<file path="config.mk">
export PLATFORM = sky130hd
export DESIGN_NAME = program_loader_flat
export DESIGN_NICKNAME = d
export VERILOG_FILES = /design/src/rtl/program_loader_if.sv /design/src/rtl/program_loader.sv /design/src/flat_wrapper.sv
export SDC_FILE = /design/constraint.sdc
export NUM_CORES = 1
export LEC_CHECK = 0
export CAP_MARGIN = 20
export CORE_MARGIN = 5
export CORE_UTILIZATION = 40
export CTS_CLUSTER_DIAMETER = 150
export DETAILED_ROUTE_END_ITERATION = 6
export PLACE_DENSITY = 0.69
export SLEW_MARGIN = 20
export SYNTH_ARGS = -nofsm -noshare
export SYNTH_HDL_FRONTEND = slang
export SYNTH_SLANG_ARGS = --single-unit
</file>
<file path="constraint.sdc">
create_clock -name clk -period 1.9 [get_ports clk]
set_input_delay 0.285 -clock clk [delete_from_list [all_inputs] [get_ports clk]]
set_output_delay 0.285 -clock clk [all_outputs]
set_load 0.01 [all_outputs]
</file>
<file path="src/rtl/program_loader_if.sv">
// Byte-stream and instruction-store bundle for program_loader.
//   start        load request pulse (environment -> loader)
//   in_data      stream byte
//   in_valid     in_data valid
//   in_last      marks the final byte of the program
//   in_ready     loader accepts a byte this cycle (loader -> environment)
//   wr_en        instruction-store write strobe
//   wr_addr      write address
//   wr_data      write data
//   load_done    store fully written, held until the next start
//   err_partial  sticky: last byte arrived mid-word
//   err_overflow sticky: stream longer than the store
// Modport master is the loader, which masters the write bus and the stream ready.
// Modport slave is the environment: stream source, instruction store and core.
interface program_loader_if #(
    parameter int unsigned BYTE_WIDTH  = 8,
    parameter int unsigned INSTR_WIDTH = 24,
    parameter int unsigned ADDR_WIDTH  = 4
);
    logic                   start;
    logic [BYTE_WIDTH-1:0]  in_data;
    logic                   in_valid;
    logic                   in_last;
    logic                   in_ready;
    logic                   wr_en;
    logic [ADDR_WIDTH-1:0]  wr_addr;
    logic [INSTR_WIDTH-1:0] wr_data;
    logic                   load_done;
    logic                   err_partial;
    logic                   err_overflow;

    modport master (
        input  start, in_data, in_valid, in_last,
        output in_ready, wr_en, wr_addr, wr_data, load_done, err_partial, err_overflow
    );

    modport slave (
        output start, in_data, in_valid, in_last,
        input  in_ready, wr_en, wr_addr, wr_data, load_done, err_partial, err_overflow
    );
endinterface

</file>
<file path="src/rtl/program_loader.sv">
// Loads the accelerator's instruction store from a byte stream.
// Bytes are packed three at a time, MSB first, into instruction words that are written
// from address 0 upwards; unused slots are filled with HALT words, then load_done rises.
// INSTR_WIDTH must equal 3*BYTE_WIDTH.
// Ports:
//   clk  rising-edge clock
//   rst  synchronous active-low reset
//   bus  program_loader_if.master (stream in, store write bus, status out)
module program_loader #(
    parameter int unsigned NUM_INSTRUCTIONS = 16,
    parameter int unsigned INSTR_WIDTH      = 24,
    parameter int unsigned BYTE_WIDTH       = 8,
    parameter int unsigned HALT_OPCODE      = 10
) (
    input logic              clk,
    input logic              rst,
    program_loader_if.master bus
);
    localparam int unsigned AddrWidth = $clog2(NUM_INSTRUCTIONS);
    localparam logic [AddrWidth-1:0] LastIdx = AddrWidth'(NUM_INSTRUCTIONS - 1);
    // Opcode occupies the top 6 bits of a pad word, everything else zero.
    localparam logic [INSTR_WIDTH-1:0] HaltWord = INSTR_WIDTH'(HALT_OPCODE) << (INSTR_WIDTH - 6);

    typedef enum logic [2:0] {StIdle, StLoad, StDrain, StPad, StDone} state_e;

    state_e                 state_q, state_d;
    logic [1:0]             byte_cnt_q, byte_cnt_d;
    logic [AddrWidth-1:0]   idx_q, idx_d;
    logic [INSTR_WIDTH-1:0] asm_q, asm_d;
    logic                   wr_en_q, wr_en_d;
    logic [AddrWidth-1:0]   wr_addr_q, wr_addr_d;
    logic [INSTR_WIDTH-1:0] wr_data_q, wr_data_d;
    logic                   load_done_q, load_done_d;
    logic                   err_partial_q, err_partial_d;
    logic                   err_overflow_q, err_overflow_d;

    logic                   in_ready;
    logic                   accept;
    logic [INSTR_WIDTH-1:0] word;

    assign in_ready = (state_q == StLoad) || (state_q == StDrain);
    assign accept   = bus.in_valid && in_ready;

    // Word as it would look with the incoming byte merged in; low bytes not yet
    // received are zero, which is exactly the fill needed when in_last cuts a word short.
    always_comb begin
        unique case (byte_cnt_q)
            2'd0:    word = {bus.in_data, {(2*BYTE_WIDTH){1'b0}}};
            2'd1:    word = {asm_q[INSTR_WIDTH-1 -: BYTE_WIDTH], bus.in_data, {BYTE_WIDTH{1'b0}}};
            default: word = {asm_q[INSTR_WIDTH-1 -: 2*BYTE_WIDTH], bus.in_data};
        endcase
    end

    always_comb begin
        state_d        = state_q;
        byte_cnt_d     = byte_cnt_q;
        idx_d          = idx_q;
        asm_d          = asm_q;
        wr_en_d        = 1'b0;
        wr_addr_d      = wr_addr_q;
        wr_data_d      = wr_data_q;
        load_done_d    = load_done_q;
        err_partial_d  = err_partial_q;
        err_overflow_d = err_overflow_q;

        unique case (state_q)
            StIdle, StDone: begin
                // Entering DONE coincides with the final write; load_done follows a cycle later.
                if (state_q == StDone) begin
                    load_done_d = 1'b1;
                end
                if (bus.start) begin
                    state_d        = StLoad;
                    byte_cnt_d     = '0;
                    idx_d          = '0;
                    load_done_d    = 1'b0;
                    err_partial_d  = 1'b0;
                    err_overflow_d = 1'b0;
                end
            end
            StLoad: begin
                if (accept) begin
                    asm_d = word;
                    if (byte_cnt_q == 2'd2 || bus.in_last) begin
                        wr_en_d    = 1'b1;
                        wr_addr_d  = idx_q;
                        wr_data_d  = word;
                        byte_cnt_d = '0;
                        if (bus.in_last && byte_cnt_q != 2'd2) begin
                            err_partial_d = 1'b1;
                        end
                        // Index saturates at the last slot rather than wrapping.
                        if (idx_q == LastIdx) begin
                            state_d = bus.in_last ? StDone : StDrain;
                        end else begin
                            idx_d = idx_q + 1'b1;
                            if (bus.in_last) begin
                                state_d = StPad;
                            end
                        end
                    end else begin
                        byte_cnt_d = byte_cnt_q + 2'd1;
                    end
                end
            end
            StDrain: begin
                if (accept) begin
                    err_overflow_d = 1'b1;
                    if (bus.in_last) begin
                        state_d     = StDone;
                        load_done_d = 1'b1;
                    end
                end
            end
            StPad: begin
                wr_en_d   = 1'b1;
                wr_addr_d = idx_q;
                wr_data_d = HaltWord;
                if (idx_q == LastIdx) begin
                    state_d = StDone;
                end else begin
                    idx_d = idx_q + 1'b1;
                end
            end
            default: state_d = StIdle;
        endcase
    end

    always_ff @(posedge clk) begin
        if (!rst) begin
            state_q        <= StIdle;
            byte_cnt_q     <= '0;
            idx_q          <= '0;
            asm_q          <= '0;
            wr_en_q        <= 1'b0;
            wr_addr_q      <= '0;
            wr_data_q      <= '0;
            load_done_q    <= 1'b0;
            err_partial_q  <= 1'b0;
            err_overflow_q <= 1'b0;
        end else begin
            state_q        <= state_d;
            byte_cnt_q     <= byte_cnt_d;
            idx_q          <= idx_d;
            asm_q          <= asm_d;
            wr_en_q        <= wr_en_d;
            wr_addr_q      <= wr_addr_d;
            wr_data_q      <= wr_data_d;
            load_done_q    <= load_done_d;
            err_partial_q  <= err_partial_d;
            err_overflow_q <= err_overflow_d;
        end
    end

    assign bus.in_ready     = in_ready;
    assign bus.wr_en        = wr_en_q;
    assign bus.wr_addr      = wr_addr_q;
    assign bus.wr_data      = wr_data_q;
    assign bus.load_done    = load_done_q;
    assign bus.err_partial  = err_partial_q;
    assign bus.err_overflow = err_overflow_q;
endmodule
</file>
<file path="src/flat_wrapper.sv">
// flat-port wrapper written by rule: the top's interface ports become plain ports
module program_loader_flat 
#(
    parameter int unsigned NUM_INSTRUCTIONS = 16,
    parameter int unsigned INSTR_WIDTH      = 24,
    parameter int unsigned BYTE_WIDTH       = 8,
    parameter int unsigned HALT_OPCODE      = 10
)
  (clk, rst, bus_start, bus_in_data, bus_in_valid, bus_in_last, bus_in_ready, bus_wr_en, bus_wr_addr, bus_wr_data, bus_load_done, bus_err_partial, bus_err_overflow);
  program_loader_if #(.BYTE_WIDTH(BYTE_WIDTH), .INSTR_WIDTH(INSTR_WIDTH)) bus_i ();
  input logic clk;
  input logic rst;
  input wire logic [$bits(bus_i.start)-1:0] bus_start;
  input wire logic [$bits(bus_i.in_data)-1:0] bus_in_data;
  input wire logic [$bits(bus_i.in_valid)-1:0] bus_in_valid;
  input wire logic [$bits(bus_i.in_last)-1:0] bus_in_last;
  output wire logic [$bits(bus_i.in_ready)-1:0] bus_in_ready;
  output wire logic [$bits(bus_i.wr_en)-1:0] bus_wr_en;
  output wire logic [$bits(bus_i.wr_addr)-1:0] bus_wr_addr;
  output wire logic [$bits(bus_i.wr_data)-1:0] bus_wr_data;
  output wire logic [$bits(bus_i.load_done)-1:0] bus_load_done;
  output wire logic [$bits(bus_i.err_partial)-1:0] bus_err_partial;
  output wire logic [$bits(bus_i.err_overflow)-1:0] bus_err_overflow;
  assign bus_i.start = bus_start;
  assign bus_i.in_data = bus_in_data;
  assign bus_i.in_valid = bus_in_valid;
  assign bus_i.in_last = bus_in_last;
  assign bus_in_ready = bus_i.in_ready;
  assign bus_wr_en = bus_i.wr_en;
  assign bus_wr_addr = bus_i.wr_addr;
  assign bus_wr_data = bus_i.wr_data;
  assign bus_load_done = bus_i.load_done;
  assign bus_err_partial = bus_i.err_partial;
  assign bus_err_overflow = bus_i.err_overflow;
  program_loader #(.NUM_INSTRUCTIONS(NUM_INSTRUCTIONS), .INSTR_WIDTH(INSTR_WIDTH), .BYTE_WIDTH(BYTE_WIDTH), .HALT_OPCODE(HALT_OPCODE)) u_core (.clk(clk), .rst(rst), .bus(bus_i));
endmodule
</file>
==> out/metrics.cfg, run 1 <==
[yosys]
yosys-top-cells-count=dfxtp_1 (57), nand2_1 (35), and2_1 (17), clkbuf_1 (17)
syn_area_um2=2643
synth_area_leaders=dfxtp_1 (43%), o211a_1 (5.7%), nand2_1 (5.0%), o2bb2ai_1 (5.0%), and2_1 (4.0%)
synthCells=285
synth_cell_type_count=49
ys_ff_latch=57
synth-warning-count=0
synthArstFlopShare_pct=0
ys.flop_type=dfxtp_1
synth-edff-count=0
yosys.area.top_type=dfxtp_1
syn_area_per_cell_um2=9.272
yosysMostFrequentCell=dfxtp_1
ys_seq_area_share_pct=43.18
synth_top_area_share_pct=43.18
syn-num-nets=302

[clock_network]
clk_pin_slew_ns=0.07
cts_tree=done
htree_levels=3
root_buffer=clkbuf_8
cts.sinks=57
insertion_delay_ns=0.34
cts_made_buffers=9
hold_buffers=0
clockBufferDepth=2

[worst_setup_path]
crit_fanout=28
crit_arrival_ns=2.02
worstPathRequired_ns=2.13
startpoint_type=register
end_kind=register
critPathKind=register to register

[drt]
drc=0
drtIter0Drc=130
firstDrtPassIters=4
routed_wl_um=6240
wl_per_cell_um=14.89
drt.antenna.violating_nets=0
num_vias=2283
avgViaCountPerCell=5.449

[die]
num_rows=29
initial_utilization_pct=41.38
die-area_um2=8332
die_y_um=91.28
io_pins=46
dieWidth_um=91.28
core_area_um2=6386

[cells_and_area]
num_antenna_cells=0
area_growth_syn_to_layout_pct=31.63
final_area_um2=3478
drive_above_1_share_pct=14.33
fill_cells=602
fin_util_pct=54.47
nNetsFinal=354

[power]
power.density_nw_per_um2=1088
p_leak_nw=1.416
irDropWorstVdd_mv=0.5456
total_power_w=0.003786

[sta]
hold_violations=0
whs_ns=0.4613
setup_viol=0
max_slew_margin_pct=77.65
fin_skew_ns=0.008055
drv_slew=0
max_freq_ghz=0.5594
min_period_ns=1.788
rsz0062_at_grt=no
fin_crit_sh_pct=94.09
fin_tns_setup_ns=0
max_slew.worst_pin.slew_ns=0.3352

[global_route]
grt_pass1_vias=2114
grt_max_degree=54
grt_pass1_wl_um=10270
grt_usage_pct=15.04
antenna_found_initial=0
grt_remaining_overflow=0

[place]
place_area_um2=3236
portBuffers=45
dp.final_hpwl_um=4194
gp_congestion=0.8003

[outcome]
status=finished clean

[run]
maxCapViolCount=0

[hold_path]
hold_path.class=register to register

power breakdown:
group	internal (W)	switching [W]
registers	0.00134	0.000128
logic	0.000489	0.000464
clock network	0.000872	0.000489
cells by family after synthesis:
family / Yosys count / synth area share, %
buf+inv: 31 / 5.824
flops: 57 / 43.18
simple gates: 104 / 22.30
fa+ha+maj: 4 / 1.894
compound gates: 83 / 24.57
mux: 5 / 1.894
xor+xnor: 1 / 0.3315
path summary, 6_finish.rpt:
path / slack, ns / startpoint / cells after the start / end
min: 0.46 / u_core.bus.err_partial$_SDFFE_PN0P_ / 2 / u_core.bus.err_partial$_SDFFE_PN0P_
min reg2reg: 0.46 / u_core.bus.err_partial$_SDFFE_PN0P_ / 2 / u_core.bus.err_partial$_SDFFE_PN0P_
max reg2reg: 0.11 / u_core.byte_cnt_q[1]$_SDFFE_PN0P_ / 5 / u_core.bus.wr_data[23]$_SDFFE_PN0P_
max: 0.11 / u_core.byte_cnt_q[1]$_SDFFE_PN0P_ / 5 / u_core.bus.wr_data[23]$_SDFFE_PN0P_
what timing repair did:
action / in CTS / in global routing
pin swaps: 0 / 0
gates resized for setup: 2 / 2
endpoints found under the hold margin: 0 / 0
endpoints found under the setup margin: 1 / 1
setup buffers: 0 / 0
state kept, by name (all words and copies together) (netlist names):
name,cells
u_core.asm_q,16
u_core.bus.err_overflow,1
u_core.bus.err_partial,1
u_core.bus.load_done,1
u_core.bus.wr_addr,4
u_core.bus.wr_data,24
u_core.bus.wr_en,1
u_core.byte_cnt_q,2
u_core.idx_q,4
u_core.state_q,3
critical path: stages, from the launching register on:
cell	delay, ns
dfxtp_1	0.41
ha_1	0.34
nor3_2	0.07
or3_4	0.53
o2bb2ai_1	0.18
and2_1	0.15
layout make-up:
| class | instances | area, um2 | area share, % |
|---|---|---|---|
| multi-input cells | 197 | 1348 | 38.74 |
| flip-flops and latches | 57 | 1149 | 33.02 |
| repair buffers | 68 | 635.6 | 18.27 |
| clock buffers | 11 | 131.4 | 3.777 |
| clock inverters | 5 | 103.9 | 2.986 |
| well taps | 77 | 96.34 | 2.770 |
| inverters | 4 | 15.01 | 0.4317 |
placed cells by master (no fill, tap or decap), types with 2 or more instances in the layout:
master,Yosys,routed
dfxtp_1,57,55
clkdlybuf4s50_1,0,45
nand2_1,35,35
buf_4,1,22
and2_1,17,17
o211a_1,15,15
o2bb2ai_1,15,15
nor2b_1,12,12
a22oi_1,11,11
a21oi_1,10,10
clkbuf_8,0,9
nor3b_1,8,8
o21ai_0,7,7
nor2_1,6,6
mux2i_1,5,5
inv_1,4,4
nor3_1,4,4
a21boi_1,4,4
a21boi_0,4,4
ha_1,4,4
nand2b_1,3,3
a32oi_1,3,3
nand3b_1,3,3
nand3_1,3,3
bufinv_16,0,3
a22o_1,2,2
o221a_2,2,2
a211oi_1,2,2
or3b_2,2,2
a31oi_1,2,2
clkbuf_1,17,2
dfxtp_4,0,2
per-stage QoR:
| stage | std cells | setup WS [ns] |
|---|---|---|
| 6_report | 419 | 0.1122 |
| 5_1_grt | 419 | 0.006990 |
| 4_1_cts | 419 | 0.04962 |
| 3_5_place_dp | 403 | -0.02034 |
| 3_3_place_gp | 403 | -0.002327 |
| 2_1_floorplan | 285 | 0.2092 |
routing by layer:
metal  share of wire, %  GRT usage (%)  vias up
met3                6.0          3.967        7
met5                  0              0        -
met2                 44          21.88       66
li1                   -              -     1129
met1                 48          21.03     1081
met4                1.2          6.235        0
(Power assumes the default switching activity.)
==> run 2, diff against run 1 <==
--- a/config.mk
+++ b/config.mk
@@ -10,7 +10,7 @@
 export CORE_UTILIZATION = 40
 export CTS_CLUSTER_DIAMETER = 150
 export DETAILED_ROUTE_END_ITERATION = 6
-export PLACE_DENSITY = 0.69
+export PLACE_DENSITY = 0.72
 export SLEW_MARGIN = 20
 export SYNTH_ARGS = -nofsm -noshare
 export SYNTH_HDL_FRONTEND = slang
==> constraint.sdc (replaced) <==
create_clock -name clk -period 1.6 [get_ports clk]
set_input_delay 0.24 -clock clk [delete_from_list [all_inputs] [get_ports clk]]
set_output_delay 0.24 -clock clk [all_outputs]
set_load 0.01 [all_outputs]
==> out/metrics.cfg, run 2 (synthesized netlist as in run 1, its figures left out) <==
[drt]
firstDrtPassIters=4  ; unchanged
drc=0  ; unchanged
num_vias=2372  ; +3.9%
routed_wl_um=7167  ; +15%
drt.antenna.violating_nets=0  ; unchanged
avgViaCountPerCell=5.428  ; -0.38%
drtIter0Drc=127  ; -2.3%
wl_per_cell_um=16.40  ; +10%

[die]
core_area_um2=6386  ; unchanged
dieWidth_um=91.28  ; unchanged
num_rows=29  ; unchanged
die_y_um=91.28  ; unchanged
io_pins=46  ; unchanged
die-area_um2=8332  ; unchanged
initial_utilization_pct=41.38  ; unchanged

[place]
dp.final_hpwl_um=4662  ; +11%
portBuffers=45  ; unchanged
gp_congestion=0.8418  ; +5.2%

[hold_path]
hold_path.class=register to register
min_to=u_core.bus.wr_addr[3]$_SDFFE_PN0P_
hold_start=u_core.bus.wr_addr[3]$_SDFFE_PN0P_
holdPathStages=2  ; unchanged

[clock_network]
insertion_delay_ns=0.34  ; about the same
clockBufferDepth=2  ; unchanged
htree_levels=3  ; unchanged
cts_tree=done
cts_made_buffers=9  ; unchanged
clk_pin_slew_ns=0.07  ; about the same
hold_buffers=0  ; unchanged
root_buffer=clkbuf_8
cts.sinks=57  ; unchanged

[worst_setup_path]
reg2reg_from=u_core.byte_cnt_q[0]$_SDFFE_PN0P_
startpoint_type=register
r2r-end=u_core.idx_q[2]$_SDFFE_PN0P_
end_kind=register
worstPathRequired_ns=1.88  ; -0.25 ns
ff2ff_path_depth=7  ; +2
r2r_slack_ns=-0.002  ; -0.11 ns
crit_fanout=6  ; -79%
crit_arrival_ns=1.89  ; -0.13 ns
critPathKind=register to register

[global_route]
grt_remaining_overflow=0  ; unchanged
grt_usage_pct=16.40  ; +1.4 points
antenna_found_initial=0  ; unchanged
grt_pass1_wl_um=11050  ; +7.6%
grt_pass1_vias=2275  ; +7.6%
grt_max_degree=34  ; -37%

[sta]
fin_ws_ns=-0.001930  ; -0.1142 ns
rsz0062_at_grt=yes
max_slew.worst_pin.slew_ns=0.4063  ; +0.07111 ns
hold_violations=0  ; unchanged
fin_crit_sh_pct=100.1  ; +6.0 points
max_freq_ghz=0.6242  ; +12%
drv_slew=0  ; unchanged
min_period_ns=1.602  ; -0.1858 ns
max_slew_margin_pct=72.91  ; -4.7 points
setup_viol=2  ; +2
whs_ns=0.4563  ; -0.005029 ns
fin_tns_setup_ns=-0.003423  ; -0.003423 ns
fin_skew_ns=0.008723  ; +0.0006686 ns

[outcome]
violations=setup timing
status=finished with violations

[power]
power.density_nw_per_um2=1259  ; +16%
irDropWorstVdd_mv=0.8495  ; +56%
p_leak_nw=1.539  ; +8.7%
total_power_w=0.004773  ; +26%

[cells_and_area]
num_antenna_cells=0  ; unchanged
nNetsFinal=372  ; +5.1%
multi_input_area_um2=1518  ; +13%
area_growth_syn_to_layout_pct=43.47
register_area_um2=1151  ; +0.22%
final_cell_mix=dfxtp_1 (53), clkdlybuf4s50_1 (44), nand2_1 (35)
fill_cells=535  ; -11%
final_common_cell=dfxtp_1
drive_above_1_share_pct=26.11  ; +12 points
largest_reg_flops=24  ; unchanged

[run]
maxCapViolCount=0  ; unchanged

-- run 2: changes by cell type in the layout (fill, tap and decap cells not counted), sizes merged --
| cell | change |
|---|---|
| buf | +16 |
| or3 | +2 |
| bufinv | -1 |
| clkbuf | +1 |
| clkdlybuf4s50 | -1 |
| dlygate4sd2 | +1 |
-- run 2: per-layer routing --
metal	GRT usage, %	up-vias	wire (um)
li1	-	1166	-
met1	21.34	1123	3328
met2	25.30	66	3333
met3	5.041	17	305
met4	6.601	0	200
met5	0	-	0
-- run 2: worst max path at each step --
stage,start,to,slack (ns),cells after the start
finish,u_core.byte_cnt_q[0]$_SDFFE_PN0P_,u_core.idx_q[2]$_SDFFE_PN0P_,-0.002,7
global route,u_core.byte_cnt_q[0]$_SDFFE_PN0P_,u_core.idx_q[2]$_SDFFE_PN0P_,-0.07,7
CTS,u_core.byte_cnt_q[0]$_SDFFE_PN0P_,u_core.bus.wr_data[15]$_SDFFE_PN0P_,-0.009,6
detailed placement,bus_in_last,u_core.state_q[2]$_SDFFE_PN0P_,-0.24,6
global placement,bus_in_valid,u_core.bus.wr_data[15]$_SDFFE_PN0P_,-0.23,5
floorplan,u_core.state_q[0]$_SDFFE_PN0P_,u_core.bus.wr_data[10]$_SDFFE_PN0P_,0.008,8
-- run 2: area by class of cell --
class | count | share of cell area [%]
clock buffer | 12 | 4.356
clock inverter | 4 | 1.947
inverter | 4 | 0.4620
multi-input combinational | 199 | 40.03
sequential | 57 | 30.36
tap | 77 | 2.541
timing repair buffer | 84 | 20.30
-- run 2: power breakdown --
group | leakage, nW | total [W] | switching (W) | internal [W]
sequential | 0.464 | 0.00171 | 0.000126 | 0.00159
clock | 0.123 | 0.00160 | 0.000595 | 0.00100
combinational | 0.952 | 0.00146 | 0.000709 | 0.000753
total | 1.54 | 0.00477 | 0.00143 | 0.00334
-- run 2: worst max-delay path, stage by stage (launching register included) --
cell     delay (ns)
dfxtp_4        0.36
inv_4          0.06
ha_4           0.16
nor3_4         0.07
buf_4          0.15
or3_4          0.42
o21ai_1        0.16
o221a_1        0.18
-- run 2: repair_timing --
item	4_1_cts	5_1_grt
pin swaps	0	8
setup endpoints to repair	15	44
setup buffers	0	3
resized for setup	7	34
gates cloned	0	2
endpoints found under the hold margin	0	0
-- run 2: metrics by stage --
step	std cells	util, %	worst slack (ns)	instance area [um2]
2_1_floorplan	285	-	0.008232	2660
3_3_place_gp	416	52.41	-0.2305	3347
3_5_place_dp	416	52.41	-0.2393	3347
4_1_cts	432	56.47	-0.009294	3606
5_1_grt	437	59.37	-0.06704	3791
6_report	437	59.37	-0.001930	3791
==> run 3, diff against run 2 <==
--- a/config.mk
+++ b/config.mk
@@ -6,11 +6,11 @@
 export NUM_CORES = 1
 export LEC_CHECK = 0
 export CAP_MARGIN = 20
-export CORE_MARGIN = 5
-export CORE_UTILIZATION = 40
-export CTS_CLUSTER_DIAMETER = 150
+export CORE_MARGIN = 2
+export CORE_UTILIZATION = 42
+export CTS_CLUSTER_DIAMETER = 30
 export DETAILED_ROUTE_END_ITERATION = 6
-export PLACE_DENSITY = 0.72
+export PLACE_DENSITY = 0.74
 export SLEW_MARGIN = 20
 export SYNTH_ARGS = -nofsm -noshare
 export SYNTH_HDL_FRONTEND = slang
==> out/metrics.cfg, run 3 (synthesized netlist as in run 1, its figures left out) <==
[drt]
drc=0  ; unchanged
num_vias=2347  ; -1.1%
drt.antenna.violating_nets=0  ; unchanged
avgViaCountPerCell=5.445  ; +0.32%
drtIter0Drc=162  ; +28%
routed_wl_um=6509  ; -9.2%
firstDrtPassIters=5  ; +1
wl_per_cell_um=15.10  ; -7.9%

[power]
p_seq_share_pct=41.2  ; +5.3 points
p_leak_nw=1.494  ; -2.9%
clockPowerShare_pct=26.7  ; -6.8 points
switching_share_pct=31.04  ; +1.1 points
combPwrFrac_pct=32.0  ; +1.4 points
irDropWorstVdd_mv=0.5963  ; -30%
power.density_nw_per_um2=1170  ; -7.0%
power.internal_w=0.002914  ; -13%
p_sw_w=0.001311  ; -8.3%

[sta]
min_period_ns=1.566  ; -0.03624 ns
max_slew_margin_pct=74.74  ; +1.8 points
whs_ns=0.3854  ; -0.07094 ns
hold_violations=0  ; unchanged
rsz0062_at_grt=yes
setup_viol=0  ; -2
max_slew.worst_pin.slew_ns=0.3789  ; -0.02746 ns
fin_crit_sh_pct=97.86  ; -2.3 points
max_freq_ghz=0.6387  ; +2.3%
drv_slew=0  ; unchanged
fin_skew_ns=0.005007  ; -0.003716 ns

[worst_setup_path]
reg2reg_from=u_core.byte_cnt_q[0]$_SDFFE_PN0P_
r2r_slack_ns=0.03  ; +0.04 ns
critPathKind=register to register
startpoint_type=register
worstPathRequired_ns=1.83  ; -0.05 ns
end_kind=register
r2r-end=u_core.bus.wr_data[14]$_SDFFE_PN0P_
ff2ff_path_depth=6  ; -1
crit_arrival_ns=1.80  ; -0.09 ns
crit_fanout=13  ; +7

[run]
maxCapViolCount=0  ; unchanged

[clock_network]
clk_pin_slew_ns=0.06  ; about the same
cts_tree=done
root_buffer=clkbuf_8
post-cts-setup-buffers=0  ; unchanged
cts_made_buffers=9  ; unchanged
htree_levels=3  ; unchanged
hold_buffers=0  ; unchanged
insertion_delay_ns=0.34  ; about the same
clockBufferDepth=2  ; unchanged
cts.sinks=57  ; unchanged

[cells_and_area]
num_antenna_cells=0  ; unchanged
final_cell_mix=dfxtp_1 (53), clkdlybuf4s50_1 (43), nand2_1 (35)
fill_cells=507  ; -5.2%
area_growth_syn_to_layout_pct=36.60
final_common_cell=dfxtp_1
instances_no_fill=431  ; -1.4%
largest_reg_flops=24  ; unchanged
drive_above_1_share_pct=21.07  ; -5.0 points
final_area_um2=3610  ; -4.8%
nNetsFinal=369  ; -0.81%

[outcome]
status=finished clean

[global_route]
grt_remaining_overflow=0  ; unchanged
grt_max_degree=44  ; +29%
grt_pass1_wl_um=10590  ; -4.2%
antenna_found_initial=0  ; unchanged
grt_usage_pct=18.94  ; +2.5 points
grt_pass1_vias=2200  ; -3.3%

[die]
initial_utilization_pct=44.11  ; +2.7 points
dieWidth_um=83.32  ; -8.7%
core_area_um2=5991  ; -6.2%
die-area_um2=6942  ; -17%
die_y_um=83.32  ; -8.7%
num_rows=28  ; -3.4%
io_pins=46  ; unchanged

[hold_path]
holdPathStages=4  ; +2
hold_path.class=input pin to register
hold_start=bus_in_last
min_to=u_core.state_q[1]$_SDFFE_PN0P_

[place]
dp.final_hpwl_um=4377  ; -6.1%
place_area_um2=3390  ; +1.3%
placedCellCount=415  ; -0.24%
gp_congestion=0.8556  ; +1.6%
portBuffers=45  ; unchanged

## run 3: how the worst max path moves through the flow
stage / start / to / slack, ns / cells past startpoint
2_1_floorplan: u_core.state_q[0]$_SDFFE_PN0P_ / u_core.bus.wr_data[10]$_SDFFE_PN0P_ / 0.008 / 8
3_3_place_gp: bus_in_last / u_core.state_q[0]$_SDFFE_PN0P_ / -0.23 / 6
3_5_place_dp: bus_in_last / u_core.state_q[1]$_SDFFE_PN0P_ / -0.24 / 6
4_1_cts: u_core.byte_cnt_q[0]$_SDFFE_PN0P_ / u_core.bus.wr_addr[3]$_SDFFE_PN0P_ / 0.009 / 7
5_1_grt: u_core.byte_cnt_q[1]$_SDFFE_PN0P_ / u_core.bus.wr_data[14]$_SDFFE_PN0P_ / -0.02 / 7
6_report: u_core.byte_cnt_q[0]$_SDFFE_PN0P_ / u_core.bus.wr_data[14]$_SDFFE_PN0P_ / 0.03 / 6
## run 3: layout make-up
type | instances | area, um2 | share of cell area, %
repair buffers | 82 | 783.3 | 21.70
multi-input cells | 198 | 1405 | 38.93
inverters | 4 | 15.01 | 0.4159
well taps | 75 | 93.84 | 2.600
flip-flops and latches | 57 | 1151 | 31.89
clock buffers | 11 | 141.4 | 3.917
clock inverters | 4 | 20.02 | 0.5546
## run 3: stage by stage
stage / power (W) / TNS, ns / setup WS, ns / util (%)
finish: 0.004225 / 0 / 0.03431 / 60.25
global route: 0.004451 / -0.2157 / -0.02421 / 60.25
CTS: 0.004234 / 0 / 0.009178 / 59.67
detailed placement: 0.003067 / -7.574 / -0.2404 / 56.58
global placement: 0.003037 / -7.092 / -0.2318 / 56.58
floorplan: 0.002533 / 0 / 0.008232 / -
## run 3: power by group through the flow
stage          logic, W  registers (W)  clock network [W]
6_report        0.00135        0.00174            0.00113
5_1_grt         0.00147        0.00176            0.00122
4_1_cts         0.00133        0.00174            0.00116
3_5_place_dp    0.00131        0.00175                  0
3_3_place_gp    0.00129        0.00174                  0
2_1_floorplan  0.000839        0.00169                  0
## run 3: worst max-delay path, cell delays in order (launching register included)
cell and delay, ns:
dfxtp_2 0.34, inv_2 0.08, ha_4 0.18, nor3_4 0.05, or3_4 0.48, o2bb2ai_1 0.16, and2_1 0.15
## run 3: layer usage
| metal | routed length (um) | track usage [%] |
|---|---|---|
| met1 | 3142 | 24.60 |
| met2 | 3013 | 29.40 |
| met3 | 274 | 4.871 |
| met4 | 79 | 8.793 |
| met5 | 0 | 0 |
## run 3: timing repair
item / CTS / global route
gates resized for setup: 7 / 10
gates cloned: 1 / 0
endpoints found under the setup margin: 27 / 35
pin swaps: 0 / 1
